File: config.mk
export PLATFORM = sky130hd
export DESIGN_NAME = exp5_unidade_controle
export DESIGN_NICKNAME = d
export VERILOG_FILES = /design/src/rtl/exp5_pkg.sv /design/src/rtl/exp5_contador_timeout.sv /design/src/rtl/exp5_unidade_controle.sv
export SDC_FILE = /design/constraint.sdc
export NUM_CORES = 1
export LEC_CHECK = 0
export BUFFER_PORTS_ARGS = -buffer_cell sky130_fd_sc_hd__buf_2
export CAP_MARGIN = 25
export CORE_AREA = 10 10 47 49
export DETAILED_ROUTE_END_ITERATION = 6
export DIE_AREA = 0 0 57 59
export PLACE_DENSITY = 0.46
export REMOVE_ABC_BUFFERS = 1
export SLEW_MARGIN = 0
export SYNTH_ARGS = -nofsm -noshare
export SYNTH_HDL_FRONTEND = slang
export SYNTH_SLANG_ARGS = --single-unit
File: constraint.sdc
create_clock -name clock -period 1.2 [get_ports clock]
set_input_delay 0.18 -clock clock [delete_from_list [all_inputs] [get_ports clock]]
set_output_delay 0.18 -clock clock [all_outputs]
set_load 0.03 [all_outputs]
File: src/rtl/exp5_pkg.sv
// Shared state encodings and defaults for the Experiencia 5 memory-game control unit.
package exp5_pkg;

  // Encodings are shown directly on the 7-segment debug display.
  typedef enum logic [3:0] {
    S_INICIAL     = 4'h0,
    S_PREPARACAO  = 4'h1,
    S_ESPERA      = 4'h2,
    S_REGISTRA    = 4'h4,
    S_COMPARACAO  = 4'h5,
    S_PROXIMO     = 4'h6,
    S_FIM_ACERTOU = 4'hA,
    S_FIM_ERROU   = 4'hE,
    S_FIM_TIMEOUT = 4'hF
  } estado_t;

  localparam int TIMEOUT_CYCLES_DEF = 5000;

endpackage

File: src/rtl/exp5_contador_timeout.sv
// Saturating cycle counter for the espera timeout; clear wins over enable.
module exp5_contador_timeout #(
  parameter int MAX = 8
) (
  input  logic clock,
  input  logic reset,
  input  logic clear,
  input  logic enable,
  output logic fim
);

  localparam int W = (MAX > 1) ? $clog2(MAX) : 1;

  logic [W-1:0] cnt;

  assign fim = (cnt == W'(MAX - 1));

  // Holds at MAX-1 so a long wait can never wrap back to zero.
  always_ff @(posedge clock or negedge reset) begin
    if (!reset)             cnt <= '0;
    else if (clear)         cnt <= '0;
    else if (enable && !fim) cnt <= cnt + 1'b1;
  end

endmodule

File: src/rtl/exp5_unidade_controle.sv
// Moore control unit sequencing one round of the memory game over exp4_fluxo_dados.
// Optional espera timeout enabled by defining EXP5_TIMEOUT_EN.
module exp5_unidade_controle
  import exp5_pkg::*;
#(
  parameter int TIMEOUT_CYCLES = TIMEOUT_CYCLES_DEF
) (
  input  logic       clock,
  input  logic       reset,
  input  logic       iniciar,
  input  logic       jogada,
  input  logic       chavesIgualMemoria,
  input  logic       fimC,
  output logic       zeraC,
  output logic       contaC,
  output logic       zeraR,
  output logic       registraR,
  output logic       pronto,
  output logic       acertou,
  output logic       errou,
  output logic       timeout,
  output logic [3:0] db_estado
);

  if (TIMEOUT_CYCLES < 2) begin : g_bad_timeout
    $error("TIMEOUT_CYCLES must be at least 2");
  end

  estado_t estado, prox_estado;
  logic    tmo_fim;

`ifdef EXP5_TIMEOUT_EN
  exp5_contador_timeout #(
    .MAX (TIMEOUT_CYCLES)
  ) u_tmo (
    .clock  (clock),
    .reset  (reset),
    .clear  (estado != S_ESPERA),
    .enable (estado == S_ESPERA),
    .fim    (tmo_fim)
  );
`else
  assign tmo_fim = 1'b0;
`endif

  always_ff @(posedge clock or negedge reset) begin
    if (!reset) estado <= S_INICIAL;
    else        estado <= prox_estado;
  end

  always_comb begin
    prox_estado = S_INICIAL;
    zeraC       = 1'b0;
    zeraR       = 1'b0;
    contaC      = 1'b0;
    registraR   = 1'b0;
    pronto      = 1'b0;
    acertou     = 1'b0;
    errou       = 1'b0;
    timeout     = 1'b0;
    unique case (estado)
      S_INICIAL:    prox_estado = iniciar ? S_PREPARACAO : S_INICIAL;
      S_PREPARACAO: begin
        zeraC       = 1'b1;
        zeraR       = 1'b1;
        prox_estado = S_ESPERA;
      end
      // A player entry in the terminal timeout cycle still counts.
      S_ESPERA: begin
        if (jogada)       prox_estado = S_REGISTRA;
        else if (tmo_fim) prox_estado = S_FIM_TIMEOUT;
        else              prox_estado = S_ESPERA;
      end
      S_REGISTRA: begin
        registraR   = 1'b1;
        prox_estado = S_COMPARACAO;
      end
      // Mismatch outranks the last-address flag.
      S_COMPARACAO: begin
        if (!chavesIgualMemoria) prox_estado = S_FIM_ERROU;
        else if (fimC)           prox_estado = S_FIM_ACERTOU;
        else                     prox_estado = S_PROXIMO;
      end
      S_PROXIMO: begin
        contaC      = 1'b1;
        prox_estado = S_ESPERA;
      end
      S_FIM_ACERTOU: begin
        pronto      = 1'b1;
        acertou     = 1'b1;
        prox_estado = iniciar ? S_PREPARACAO : S_FIM_ACERTOU;
      end
      S_FIM_ERROU: begin
        pronto      = 1'b1;
        errou       = 1'b1;
        prox_estado = iniciar ? S_PREPARACAO : S_FIM_ERROU;
      end
      S_FIM_TIMEOUT: begin
        pronto      = 1'b1;
`ifdef EXP5_TIMEOUT_EN
        timeout     = 1'b1;
`endif
        prox_estado = iniciar ? S_PREPARACAO : S_FIM_TIMEOUT;
      end
      default:      prox_estado = S_INICIAL;
    endcase
  end

  assign db_estado = estado;

endmodule

==> results.json <==
{
  "hp-class": "input pin to async pin",
  "cap_viol_max_count": 0,
  "critical_path.cell_chain": "nand2b_4 > nor3_2 > buf_4",
  "worstPathMaxFanout": 7,
  "grt_pass1_wl_um": 1780,
  "rsz0062_at_grt": "true",
  "cts_tree": "yes",
  "io_buffer_count": 16,
  "slew_viol_final": 0,
  "clk_path_buf_depth": 2,
  "clock.fmax_mhz": 744,
  "synth_top_area_share_pct": 34.3,
  "status": "finished, violations left",
  "num_antenna_cells": 0,
  "vias": 367,
  "crit_family": "flip-flops",
  "place_congestion": 0.718,
  "worst_setup_path_end_kind": "output port",
  "p_leak_nw": 0.300,
  "slowest_delay_ns": 0.44,
  "final_antenna_net_count": 0,
  "drt-vias-per-instance": 4.65,
  "syn_avg_cell_area_um2": 8.33,
  "ys_types": 22,
  "clk_pin_slew_ns": 0.04,
  "worst_slack_ns": -0.144,
  "synth_top_cell_by_area": "dfrtp_1",
  "min_period_over_period_pct": 112,
  "criticalPathCategory": "register to output port",
  "grt_pass1_vias": 393,
  "coreArea_um2": 1400,
  "grt.total_usage_pct": 6.83,
  "cts.sinks": 4,
  "nets": 71,
  "ir_drop_uv": 712,
  "arrival_ns": 1.16,
  "overflow": 0,
  "cts-root-buf": "clkbuf_4",
  "yosys-top-cells-area": "dfrtp_1, nor3_1, nand2b_1, a211o_1, buf_4",
  "pwr_density_cell_nw_per_um2": 2430,
  "initial_core_util_pct": 20.8,
  "worst-path-buf-inv": 1,
  "wl_per_cell_um": 13.5,
  "clock_latency_ns": 0.23,
  "synth_cells": 35,
  "hold_slack_ns": 0.281,
  "h-tree-depth": 1,
  "cp_slowest_cell": "dfrtp_2",
  "rows": 14,
  "antenna_found_initial": 0,
  "setup_viol": 7,
  "ys_seq_area_share_pct": 34.3,
  "io_pins": 18,
  "synth-seq-cells": 4,
  "tns_ns": -0.903,
  "yosysWarnings": 0,
  "netlist_area_um2": 292,
  "hold_viol": 0,
  "first_iter_violations": 8,
  "syn_to_final_growth_pct": 103,
  "totalWireLength_um": 1070,
  "violations": "negative setup slack",
  "drc_errors": 0,
  "place_hpwl_um": 780,
  "dieHeight_um": 59,
  "fin_crit_ns": 1.34,
  "finClkSkew_ns": 0.00415,
  "firstDrtPassIters": 4,
  "cp-start-kind": "register",
  "largest_reg_flops": 4,
  "cts_buffers": 3,
  "drive_gt1_share_pct": 69.8,
  "die-area_um2": 3360,
  "grt_max_degree": 9,
  "crit_required_ns": 1.02,
  "die_x_um": 57
}
report_power, final:
part | internal, mW | switching, mW
registers | 0.192 | 0.112
clock network | 0.112 | 0.0570
logic | 0.496 | 0.471
kinds of logic (layout without fill, tap and decap cells):
logic type             after synthesis  in the layout  share of synthesized area [%]
AOI/OAI and AO/OA                    8              8                           19.7
DFF                                  4              4                           34.3
buffers and inverters                4             32                           8.15
other                                1              1                           1.29
muxes                                1              1                           3.43
and+or+nand+nor                     17             17                           33.0
cell type report:
type	count	area [um^2]
multi-input combinational	27	218
sequential	4	104
inverter	1	3.75
clock buffer	3	22.5
tap	16	20.0
timing repair buffer	28	225
fill	150	808
cell usage in the layout, fill, tap and decap left out:
cell type,count
and3_1,2
o21ai_1,1
nand2_2,1
nor2_1,1
a211o_1,2
nor2b_4,1
conb_1,1
buf_6,8
a31o_1,1
nor2b_2,1
a21boi_1,1
inv_1,1
buf_2,7
nor3b_2,1
dlygate4sd3_1,1
nor3_2,2
o21ai_0,1
dfrtp_2,3
o22ai_1,1
clkbuf_4,3
nand2b_1,1
buf_4,12
nor2_2,2
mux2i_1,1
dfrtp_1,1
a211oi_2,1
nand2b_4,2
nor3_1,2
nand3b_1,1
synthesized netlist by cell type:
cell type and instances:
a211o_1 2, nor3b_1 1, conb_1 1, o21ai_0 1, buf_2 1, nand2_1 1, nor2b_1 1, nand3b_1 1
inv_1 1, mux2i_1 1, o22ai_1 1, nor2_1 3, a31o_1 1, and3_1 2, nor3_1 4, nor2b_2 1
nand2b_1 3, a211oi_1 1, dfrtp_1 4, a21boi_1 1, buf_4 2, o21ai_1 1
final timing paths:
path / from / to / slack [ns] / cells past startpoint
hold reg to reg: db_estado[1] / db_estado[0] / 0.68 / 2
min in group clock: chavesIgualMemoria / db_estado[3] / 0.31 / 3
setup reg to reg: db_estado[0] / db_estado[1] / 0 / 4
max in group asynchronous: reset / db_estado[1] / 0.78 / 2
setup / recovery: db_estado[1] / zeraC / -0.14 / 3
hold / removal: reset / db_estado[2] / 0.28 / 2
metal layers:
layer | vias to the layer above | share of wire (%) | track usage, %
met4 | 0 | 0.47 | 5.03
met1 | 173 | 40 | 6.64
met2 | 13 | 52 | 10.4
met3 | 2 | 7.9 | 4.29
met5 | - | 0 | 0
li1 | 179 | - | -
through the flow:
stage                     cell area (um^2)  util, %  worst slack [ns]  cells  power (mW)
after floorplan                        272        -             -1.01     32       0.681
after global placement                 417     29.7           -0.0435     70       0.956
after detailed placement               417     29.7           -0.0337     70       0.955
after CTS                              531     37.9            -0.178     75        1.30
after global routing                   593     42.3            -0.213     79        1.55
final                                  593     42.3            -0.144     79        1.44
what timing repair did:
item / CTS / global route
setup buffers: 1 / 4
gates resized for setup: 21 / 12
hold buffers: 1 / 0
hold endpoints to repair: 4 / 0
pin swaps: 1 / 1
setup endpoints to repair: 8 / 11
Note: power is estimated with default switching activity, not from simulation.
